<file path="src/rtl/axi_lite_cfg_slave.sv">
// axi_lite_cfg_slave
//
// AXI4-Lite register responder for the digitRecog configuration bus. Register writes are
// decoded into weight/bias load strobes and layer/neuron selects for the neuron array. The
// block also holds the datapath soft reset, and latches the classified digit, raising intr
// until the host reads the result.
//
// Ports
//   s_axi_aclk, s_axi_aresetn        clock, asynchronous active-low reset
//   s_axi_aw*/w*/b*                  AXI4-Lite write address, data and response channels
//   s_axi_ar*/r*                     AXI4-Lite read address and data channels
//   weight_valid, bias_valid         one-cycle load strobes
//   cfg_data                         payload of the last WEIGHT/BIAS write
//   cfg_layer, cfg_neuron            current layer/neuron selects
//   weight_addr                      weight index presented alongside weight_valid
//   soft_reset                       active-high datapath soft reset
//   digit_valid, digit               result pulse from the output layer
//   intr                             result-ready interrupt
//
// Register map (decoded on addr[4:2])
//   0x00 WEIGHT (WO)  0x04 BIAS (WO)    0x08 RESULT (RO)  0x0C LAYER (RW)
//   0x10 NEURON (RW)  0x14 WADDR (RO)   0x18 STATUS (RO)  0x1C SOFTRST (RW)

module axi_lite_cfg_slave #(
    parameter int unsigned DATA_WIDTH = 16,
    parameter int unsigned LAYER_W    = 8,
    parameter int unsigned NEURON_W   = 8,
    parameter int unsigned WADDR_W    = 10
) (
    input  logic                  s_axi_aclk,
    input  logic                  s_axi_aresetn,

    input  logic [31:0]           s_axi_awaddr,
    input  logic [2:0]            s_axi_awprot,
    input  logic                  s_axi_awvalid,
    output logic                  s_axi_awready,

    input  logic [31:0]           s_axi_wdata,
    input  logic [3:0]            s_axi_wstrb,
    input  logic                  s_axi_wvalid,
    output logic                  s_axi_wready,

    output logic [1:0]            s_axi_bresp,
    output logic                  s_axi_bvalid,
    input  logic                  s_axi_bready,

    input  logic [31:0]           s_axi_araddr,
    input  logic [2:0]            s_axi_arprot,
    input  logic                  s_axi_arvalid,
    output logic                  s_axi_arready,

    output logic [31:0]           s_axi_rdata,
    output logic [1:0]            s_axi_rresp,
    output logic                  s_axi_rvalid,
    input  logic                  s_axi_rready,

    output logic                  weight_valid,
    output logic                  bias_valid,
    output logic [DATA_WIDTH-1:0] cfg_data,
    output logic [LAYER_W-1:0]    cfg_layer,
    output logic [NEURON_W-1:0]   cfg_neuron,
    output logic [WADDR_W-1:0]    weight_addr,
    output logic                  soft_reset,

    input  logic                  digit_valid,
    input  logic [DATA_WIDTH-1:0] digit,
    output logic                  intr
);

    typedef enum logic [2:0] {
        RegWeight  = 3'd0,
        RegBias    = 3'd1,
        RegResult  = 3'd2,
        RegLayer   = 3'd3,
        RegNeuron  = 3'd4,
        RegWaddr   = 3'd5,
        RegStatus  = 3'd6,
        RegSoftRst = 3'd7
    } reg_sel_e;

    // State
    logic                  aw_ready_q,   aw_ready_d;
    logic                  bvalid_q,     bvalid_d;
    logic                  ar_ready_q,   ar_ready_d;
    logic                  rvalid_q,     rvalid_d;
    logic [31:0]           rdata_q,      rdata_d;
    logic                  rd_result_q,  rd_result_d;
    logic                  weight_valid_q, weight_valid_d;
    logic                  bias_valid_q, bias_valid_d;
    logic [DATA_WIDTH-1:0] cfg_data_q,   cfg_data_d;
    logic [LAYER_W-1:0]    layer_q,      layer_d;
    logic [NEURON_W-1:0]   neuron_q,     neuron_d;
    logic [WADDR_W-1:0]    waddr_q,      waddr_d;
    logic                  soft_reset_q, soft_reset_d;
    logic                  intr_q,       intr_d;
    logic [DATA_WIDTH-1:0] digit_q,      digit_d;

    // Decode helpers
    logic                  wr_fire;
    logic                  rd_fire;
    reg_sel_e              wr_sel;
    reg_sel_e              rd_sel;
    logic [31:0]           wmask;
    logic [31:0]           rdata_mux;

    assign wr_fire = aw_ready_q & s_axi_awvalid & s_axi_wvalid;
    assign rd_fire = ar_ready_q & s_axi_arvalid;
    assign wr_sel  = reg_sel_e'(s_axi_awaddr[4:2]);
    assign rd_sel  = reg_sel_e'(s_axi_araddr[4:2]);

    always_comb begin
        for (int i = 0; i < 4; i++) begin
            wmask[i*8 +: 8] = {8{s_axi_wstrb[i]}};
        end
    end

    // Read data selection, sampled on the AR handshake
    always_comb begin
        rdata_mux = '0;
        unique case (rd_sel)
            RegResult:  rdata_mux[DATA_WIDTH-1:0] = digit_q;
            RegLayer:   rdata_mux[LAYER_W-1:0]    = layer_q;
            RegNeuron:  rdata_mux[NEURON_W-1:0]   = neuron_q;
            RegWaddr:   rdata_mux[WADDR_W-1:0]    = waddr_q;
            RegStatus:  rdata_mux[1:0]            = {soft_reset_q, intr_q};
            RegSoftRst: rdata_mux[0]              = soft_reset_q;
            default:    rdata_mux = '0;
        endcase
    end

    always_comb begin
        // Write channel: awready/wready only after both halves are present, never while a
        // response is outstanding.
        aw_ready_d = ~aw_ready_q & ~bvalid_q & s_axi_awvalid & s_axi_wvalid;

        bvalid_d = bvalid_q;
        if (bvalid_q && s_axi_bready) begin
            bvalid_d = 1'b0;
        end
        if (wr_fire) begin
            bvalid_d = 1'b1;
        end

        weight_valid_d = wr_fire && (wr_sel == RegWeight);
        bias_valid_d   = wr_fire && (wr_sel == RegBias);

        cfg_data_d   = cfg_data_q;
        layer_d      = layer_q;
        neuron_d     = neuron_q;
        soft_reset_d = soft_reset_q;

        // The counter advances the cycle after the strobe so weight_addr shows the index
        // belonging to the current weight_valid.
        waddr_d = waddr_q;
        if (weight_valid_q) begin
            waddr_d = waddr_q + WADDR_W'(1);
        end

        if (wr_fire) begin
            unique case (wr_sel)
                RegWeight, RegBias: begin
                    cfg_data_d = s_axi_wdata[DATA_WIDTH-1:0];
                end
                RegLayer: begin
                    layer_d = (layer_q & ~wmask[LAYER_W-1:0])
                            | (s_axi_wdata[LAYER_W-1:0] & wmask[LAYER_W-1:0]);
                    waddr_d = '0;
                end
                RegNeuron: begin
                    neuron_d = (neuron_q & ~wmask[NEURON_W-1:0])
                             | (s_axi_wdata[NEURON_W-1:0] & wmask[NEURON_W-1:0]);
                    waddr_d  = '0;
                end
                RegSoftRst: begin
                    if (s_axi_wstrb[0]) begin
                        soft_reset_d = s_axi_wdata[0];
                    end
                end
                default: ;
            endcase
        end

        // Read channel
        ar_ready_d = ~ar_ready_q & ~rvalid_q & s_axi_arvalid;

        rvalid_d    = rvalid_q;
        rdata_d     = rdata_q;
        rd_result_d = rd_result_q;
        if (rvalid_q && s_axi_rready) begin
            rvalid_d = 1'b0;
        end
        if (rd_fire) begin
            rvalid_d    = 1'b1;
            rdata_d     = rdata_mux;
            rd_result_d = (rd_sel == RegResult);
        end

        // Result / interrupt: a new digit beats a simultaneous RESULT-read clear, and soft
        // reset masks everything.
        digit_d = digit_q;
        intr_d  = intr_q;
        if (rvalid_q && s_axi_rready && rd_result_q) begin
            intr_d = 1'b0;
        end
        if (digit_valid && !soft_reset_q) begin
            intr_d  = 1'b1;
            digit_d = digit;
        end
        if (soft_reset_q) begin
            intr_d = 1'b0;
        end
    end

    always_ff @(posedge s_axi_aclk or negedge s_axi_aresetn) begin
        if (!s_axi_aresetn) begin
            aw_ready_q     <= 1'b0;
            bvalid_q       <= 1'b0;
            ar_ready_q     <= 1'b0;
            rvalid_q       <= 1'b0;
            rdata_q        <= '0;
            rd_result_q    <= 1'b0;
            weight_valid_q <= 1'b0;
            bias_valid_q   <= 1'b0;
            cfg_data_q     <= '0;
            layer_q        <= '0;
            neuron_q       <= '0;
            waddr_q        <= '0;
            soft_reset_q   <= 1'b1;
            intr_q         <= 1'b0;
            digit_q        <= '0;
        end else begin
            aw_ready_q     <= aw_ready_d;
            bvalid_q       <= bvalid_d;
            ar_ready_q     <= ar_ready_d;
            rvalid_q       <= rvalid_d;
            rdata_q        <= rdata_d;
            rd_result_q    <= rd_result_d;
            weight_valid_q <= weight_valid_d;
            bias_valid_q   <= bias_valid_d;
            cfg_data_q     <= cfg_data_d;
            layer_q        <= layer_d;
            neuron_q       <= neuron_d;
            waddr_q        <= waddr_d;
            soft_reset_q   <= soft_reset_d;
            intr_q         <= intr_d;
            digit_q        <= digit_d;
        end
    end

    assign s_axi_awready = aw_ready_q;
    assign s_axi_wready  = aw_ready_q;
    assign s_axi_bresp   = 2'b00;
    assign s_axi_bvalid  = bvalid_q;
    assign s_axi_arready = ar_ready_q;
    assign s_axi_rdata   = rdata_q;
    assign s_axi_rresp   = 2'b00;
    assign s_axi_rvalid  = rvalid_q;

    assign weight_valid = weight_valid_q;
    assign bias_valid   = bias_valid_q;
    assign cfg_data     = cfg_data_q;
    assign cfg_layer    = layer_q;
    assign cfg_neuron   = neuron_q;
    assign weight_addr  = waddr_q;
    assign soft_reset   = soft_reset_q;
    assign intr         = intr_q;

    // Protection bits and undecoded address/data bits are intentionally ignored.
    logic unused_inputs;
    assign unused_inputs = ^{s_axi_awprot, s_axi_arprot, s_axi_awaddr, s_axi_araddr,
                             s_axi_wdata, s_axi_wstrb};

endmodule

</file>
<file path="config.mk">
export PLATFORM = sky130hd
export DESIGN_NAME = axi_lite_cfg_slave
export DESIGN_NICKNAME = d
export VERILOG_FILES = /design/src/rtl/axi_lite_cfg_slave.sv
export SDC_FILE = /design/constraint.sdc
export NUM_CORES = 1
export LEC_CHECK = 0
export ABC_AREA = 1
export BUFFER_PORTS_ARGS = -buffer_cell sky130_fd_sc_hd__buf_2
export CAP_MARGIN = 25
export CELL_PAD_IN_SITES_DETAIL_PLACEMENT = 0
export CELL_PAD_IN_SITES_GLOBAL_PLACEMENT = 2
export CORE_UTILIZATION = 26
export CTS_CLUSTER_DIAMETER = 150
export DETAILED_ROUTE_END_ITERATION = 8
export PLACE_DENSITY_LB_ADDON = 0.2
export SETUP_SLACK_MARGIN = 0.1
export SLEW_MARGIN = 20
export SYNTH_ARGS = -nofsm -noshare
export SYNTH_HDL_FRONTEND = slang
export SYNTH_SLANG_ARGS = --single-unit
export TNS_END_PERCENT = 5
</file>
<file path="constraint.sdc">
create_clock -name s_axi_aclk -period 3.6 [get_ports s_axi_aclk]
set_input_delay 0.72 -clock s_axi_aclk [delete_from_list [all_inputs] [get_ports s_axi_aclk]]
set_output_delay 0.72 -clock s_axi_aclk [all_outputs]
set_load 0.02 [all_outputs]
</file>
==> results of run 1 <==
cell usage after synthesis, types with 2 or more instances:
cell / count
nand2_4: 3
inv_1: 38
o21ai_2: 16
buf_2: 6
nand4_1: 15
buf_6: 3
nor2_4: 5
nor2_1: 26
dfrtp_1: 82
nand2_1: 99
a21oi_1: 13
o21ai_1: 12
o21ai_0: 25
o211ai_1: 2
nor3_1: 3
inv_2: 4
buf_4: 22
nand2_2: 8
mux2_2: 6
nor2_2: 3
nand3_1: 22
stage by stage:
| stage | std cells | hold slack [ns] | setup WS, ns | area (um^2) |
|---|---|---|---|---|
| after floorplan | 441 | 0.424 | 2.12 | 3930 |
| after global placement | 707 | 0.433 | 1.65 | 4500 |
| after detailed placement | 708 | 0.439 | 1.65 | 4530 |
| after CTS | 723 | 0.398 | 1.70 | 4830 |
| after global routing | 723 | 0.430 | 1.68 | 4830 |
| final | 723 | 0.381 | 1.73 | 4830 |
layout make-up:
cell class / instances / area [um^2]
flip-flops and latches: 83 / 2080
clock buffers: 11 / 253
multi-input cells: 284 / 1460
clock inverters: 4 / 48.8
repair buffers: 115 / 603
well taps: 184 / 230
fillers: 1562 / 9650
inverters: 42 / 158
kinds of logic after synthesis:
logic type	share of synthesized area
DFF	0.539
muxes	0.0175
xor gates and xnor gates	0.00227
other	0.000973
buffers and inverters	0.101
AOI/OAI and AO/OA	0.113
adders and majority gates	0.00325
and+or+nand+nor	0.222
per-layer routing:
metal	vias to the layer above	global-route usage	wire, um
met5	-	0	0
met1	1446	0.193	4650
met3	12	0.0435	734
met2	89	0.212	4420
met4	0	0.0565	164
li1	1560	-	-
cell usage in the layout (no fill, tap or decap), types with 8 or more instances in the layout:
| master | Yosys | routed |
|---|---|---|
| nand2_1 | 99 | 99 |
| o21ai_2 | 16 | 16 |
| clkbuf_16 | 0 | 9 |
| inv_1 | 38 | 38 |
| nand2_2 | 8 | 8 |
| buf_2 | 6 | 112 |
| a21oi_1 | 13 | 13 |
| o21ai_1 | 12 | 12 |
| nand4_1 | 15 | 15 |
| o21ai_0 | 25 | 25 |
| dfrtp_1 | 82 | 82 |
| conb_1 | 1 | 20 |
| nand3_1 | 22 | 22 |
| nor2_1 | 26 | 26 |
report_power, final:
group	switching, mW	internal, mW	total [mW]	leakage (nW)
clock	0.372	0.571	0.944	0.152
combinational	0.284	0.138	0.423	1.43
sequential	0.0652	1.03	1.10	1.08
total	0.722	1.74	2.46	2.66
worst max path at each step:
| stage | startpoint | to | slack (ns) | cells past startpoint |
|---|---|---|---|---|
| floorplan | s_axi_wvalid | cfg_data[10] | 2.12 | 6 |
| global placement | s_axi_arvalid | s_axi_rdata[9] | 1.65 | 6 |
| detailed placement | s_axi_arvalid | s_axi_rdata[9] | 1.65 | 6 |
| CTS | soft_reset | soft_reset | 1.70 | 1 |
| global route | soft_reset | soft_reset | 1.68 | 1 |
| finish | soft_reset | soft_reset | 1.73 | 1 |
==> summary.log, run 1 <==
[clocking] number of buffers created by CTS 9
[sta] final setup violating endpoints 0
[global_routing] via count of the first global-routing pass 3,027
[detailed_routing] Via Count 3,107
[clocking] cell at the root of the clock tree clkbuf_16
[setup_path] Critical path buffers and inverters 1
[floorplan] Placeable Area 14,500 um^2
[setup_path] slowest stage cell, crit path dfstp_2
[synthesis] post-synthesis instance total 422
[synthesis] Synth async-reset ratio 1.00
[synthesis] cell accounting for the most synthesized area dfrtp_1
[clocking] Post CTS Setup Buffer Count 0
[run_status] result of the run complete, no violations
[clocking] TritonCTS clock tree yes
[sta] final hold violations 0
[global_routing] maximum number of pins on one net before global-route repair 44
[global_routing] gr ovfl total 0
[setup_path] family with the most delay on the worst path flip-flops
[synthesis] sequential area share after synthesis 0.539
[global_routing] number of antenna violations at the first check in global routing 0
[detailed_routing] number of antenna-violating nets in the routed design 0
[setup_path] capturing element type of the critical path output pin
[setup_path] top fanout value on the critical path 6
[detailed_routing] vias per cell 4.30
[clocking] hold buffers post-CTS 0
[setup_path] worst path required time 2.88 ns
[synthesis] area share of the largest cell type after synthesis 0.532
[global_routing] wire length of the first global-routing pass 16,300 um
[synthesis] Synth Cell Area 3850 um^2
[setup_path] category of the critical setup timing path reg -> out
[clocking] deepest level of the CTS H-tree 3
[synthesis] number of synthesized register bits 83
[synthesis] Post-synth EDFFs 0
[floorplan] die extent in y 124 um
[clocking] sink count of the clock tree 83
[power] Static Leakage 2.66 nW
[clocking] post-cts repair resize count 0
[power] worst IR drop on VDD 0.000177 V
[setup_path] depth of the worst register-to-register path 3
[sta] peak clock frequency supported by timing 535 MHz
[synthesis] most instantiated flip-flop cell in the synthesis netlist dfrtp_1
[layout] number of antenna cells inserted 0
[global_routing] GRT Resource Usage Total 0.143
[sta] Setup Total Neg Slack 0 ns
[floorplan] area of the die 15,300 um^2
[floorplan] initial standard-cell utilization of the core 0.266
[layout] area overhead of the layout relative to synthesis 25.3%
[power] power density over the cells 510 nW/um^2
[layout] final core area utilization 0.333
[setup_path] reg-to-reg critical path startpoint soft_reset
[detailed_routing] Residual DRC 0
[synthesis] average cell area after synthesis 9.13 um^2
[synthesis] number of library cell types mapped by synthesis 30
[detailed_routing] detail-routed net length per standard cell 13.8 um
[floorplan] die outline width 124 um
[setup_path] CP startpoint kind flop
[hold_path] hold crit path type in -> async
[power] power consumption 2.46 mW
[floorplan] placement row count 44
[clocking] Clock Tree Buf Depth 2
[run] Maximum Capacitance Violations 0
[layout] layout net count 666
[setup_path] arrival time at the worst endpoint 1.15 ns
[clocking] clock transition time at the flip-flop clock pins of the worst setup and hold paths 0.06 ns
[sta] Clock Skews 0.00674 ns
[setup_path] worst reg2reg setup slack 2.00 ns
[detailed_routing] Detailed Routing Iterations Pass 1 4
[sta] RSZ-0062 raised after global routing no
[sta] crit path time final 1.87 ns
[sta] slew of the pin with the lowest slew margin 0.588 ns
[place] RD Place Congestion 0.734
[detailed_routing] Routed Wire Length 9970 um
[synthesis] total number of yosys warnings 0
[sta] Final period util 0.519
[sta] pins over their slew limit 0
[synthesis] dominant cells by area after synthesis dfrtp_1 (53%), nand2_1 (9.6%), buf_4 (4.3%)
[floorplan] total I/O pin count 217
[clocking] insertion delay of the later-clocked pin in the worst-skew pair 0.34 ns
[detailed_routing] number of DRC markers after the initial detailed-route iteration 107
[place] DP HPWL 7590 um
[setup_path] series of cell instances along the critical path buf_2
[sta] relative slew slack 0.608
[setup_path] r2r endpoint digit_q[1]
[setup_path] delay of the slowest cell on the worst path 0.62 ns
[layout] fraction of final layout cells sized beyond drive strength 1 0.330
[place] port buffer count 113
(Power assumes the default switching activity.)
==> inputs of run 2 (changes only) <==
Settings changed: CORE_UTILIZATION 26 to 22.
Clock period 3.6 ns to 1.7 ns, I/O delays scaled along.
==> run 2 against run 1 <==
  * Sequential power up 110%
  * Largest cell class unchanged
  * Power grew 110%
  * Critical path type unchanged
  * Highest routed layer unchanged
  * First-iteration DRC count is 13% higher
  * Critical path depth grew 1
  * Sequential share of layout area shrank 0.59 points
==> summary.log, run 2 (synthesized netlist as in run 1, its figures left out) <==
[run_status] result of the run complete, no violations
[place] area post-placement 4590 um^2 [+1.5%]
[power] worst IR drop on VDD 0.000574 V [+230%]
[setup_path] arrival time at the worst endpoint 1.19 ns [+0.04 ns]
[global_routing] wire length of the first global-routing pass 17,400 um [+6.8%]
[setup_path] CP startpoint kind flop
[detailed_routing] detail-routed net length per standard cell 14.1 um [+2.3%]
[layout] most common cell after layout, fill and taps aside buf_2
[layout] most frequent cells in the layout buf_2 (112), nand2_1 (99), dfrtp_1 (80)
[sta] peak clock frequency supported by timing 654 MHz
[setup_path] top fanout value on the critical path 5 [-1]
[detailed_routing] number of DRC markers after the initial detailed-route iteration 121 [+13%]
[detailed_routing] number of antenna-violating nets in the routed design 0 [unchanged]
[global_routing] GRT Resource Usage Total 0.128 [-0.0149]
[setup_path] worst reg2reg setup slack 0.37 ns [-1.63 ns]
[clocking] sink count of the clock tree 83 [unchanged]
[global_routing] gr ovfl total 0 [unchanged]
[floorplan] die outline width 134 um [+8.6%]
[layout] post-route insts no fill 768 [+6.2%]
[floorplan] die extent in y 134 um [+8.6%]
[layout] summed area of non-filler cells in the final layout 4900 um^2 [+1.5%]
[detailed_routing] vias per cell 3.95 [-8.0%]
[setup_path] capturing element type of the critical path output pin
[sta] final worst-path setup slack 0.171 ns [-1.56 ns]
[floorplan] total I/O pin count 217 [unchanged]
[setup_path] depth of the worst register-to-register path 6 [+3]
[place] RD Place Congestion 0.681 [-7.3%]
[sta] crit path time final 1.53 ns
[setup_path] r2r endpoint weight_addr[8]
[clocking] clock transition time at the flip-flop clock pins of the worst setup and hold paths 0.06 ns [about the same]
[detailed_routing] Residual DRC 0 [unchanged]
[detailed_routing] Detailed Routing Iterations Pass 1 4 [unchanged]
[sta] Clock Skews 0.00899 ns [+0.00224 ns]
[sta] Setup Total Neg Slack 0 ns [unchanged]
[detailed_routing] Via Count 3,036 [-2.3%]
[power] power density over the cells 1070 nW/um^2 [+110%]
[layout] final core area utilization 0.285 [-0.0481]
[sta] final hold violations 0 [unchanged]
[sta] RSZ-0062 raised after global routing yes
[clocking] TritonCTS clock tree yes
[setup_path] Worst setup endpoint soft_reset
[clocking] Post CTS Setup Buffer Count 0 [unchanged]
[sta] Final period util 0.900
[clocking] deepest level of the CTS H-tree 3 [unchanged]
[setup_path] reg-to-reg critical path startpoint weight_addr[1]
[global_routing] via count of the first global-routing pass 3,106 [+2.6%]
[floorplan] area of the die 18,100 um^2 [+18%]
[global_routing] maximum number of pins on one net before global-route repair 84 [+91%]
[setup_path] start point of the critical path soft_reset
[layout] number of antenna cells inserted 0 [unchanged]
[layout] area overhead of the layout relative to synthesis 27.1%
[clocking] number of buffers created by CTS 9 [unchanged]
[global_routing] number of antenna violations at the first check in global routing 0 [unchanged]
[sta] final setup violating endpoints 0 [unchanged]
[setup_path] category of the critical setup timing path reg -> out
[place] DP HPWL 7960 um [+4.8%]
[hold_path] hold crit path type in -> async
[sta] pins over their slew limit 0 [unchanged]
[clocking] cell at the root of the clock tree clkbuf_16
[clocking] insertion delay of the later-clocked pin in the worst-skew pair 0.34 ns [about the same]
[place] port buffer count 113 [unchanged]
[floorplan] Placeable Area 17,200 um^2 [+19%]
[power] Static Leakage 2.67 nW [+0.38%]
[layout] layout net count 669 [+0.45%]
[floorplan] placement row count 48 [+9.1%]
[setup_path] worst path required time 1.36 ns [-1.52 ns]
[detailed_routing] Routed Wire Length 10,800 um [+8.6%]
[clocking] Clock Tree Buf Depth 2 [unchanged]
[layout] fraction of final layout cells sized beyond drive strength 1 0.337 [+0.00678]
[place] setup slack after placement 0.139 ns [-1.51 ns]
[floorplan] initial standard-cell utilization of the core 0.224 [-0.0418]
[place] placed cell count 752 [+6.2%]
[run] Maximum Capacitance Violations 0 [unchanged]
[run 2: per-layer routing]
metal  part of all wire  GRT usage  routed length [um]
met1               0.48      0.172                5190
met4             0.0051     0.0318                  55
met5                  0          0                   0
met3              0.077     0.0552                 837
met2               0.44      0.188                4750
[run 2: stage by stage]
stage | power [mW] | hold slack (ns)
floorplan | 2.92 | 0.0444
global placement | 3.28 | 0.419
detailed placement | 3.29 | 0.422
CTS | 5.36 | 0.0463
global route | 5.58 | 0.0275
finish | 5.24 | 0.0109
[run 2: worst min path at each step]
stage | startpoint | endpoint | slack, ns
3_5_place_dp | s_axi_aresetn | digit_q[12] | 0.42
2_1_floorplan | s_axi_aresetn | async pin | 0.04
6_report | s_axi_aresetn | digit_q[12] | 0.01
4_1_cts | s_axi_aresetn | digit_q[12] | 0.05
3_3_place_gp | s_axi_aresetn | digit_q[12] | 0.42
5_1_grt | s_axi_aresetn | digit_q[12] | 0.03
[run 2: worst max-delay path: stages (launching register included)]
cell     delay [ns]
dfstp_2        0.53
buf_4          0.15
buf_2          0.17
[run 2: repair_timing]
action,CTS,global route
gates resized for setup,0,2
setup endpoints to repair,0,2
hold buffers,0,0
[run 2: final cells by class]
| cell class | count | area (um^2) |
|---|---|---|
| multi-input cells | 284 | 1460 |
| flip-flops and latches | 83 | 2080 |
| fillers | 1958 | 12300 |
| clock buffers | 12 | 256 |
| well taps | 225 | 282 |
| clock inverters | 4 | 48.8 |
| repair buffers | 118 | 618 |
| inverters | 42 | 158 |
[run 2: power breakdown]
part           switching [mW]  internal [mW]  leakage (nW)  total [mW]
combinational           0.619          0.298          1.45       0.916
clock                   0.789           1.22         0.153        2.00
sequential              0.133           2.19          1.07        2.32
total                    1.54           3.70          2.67        5.24
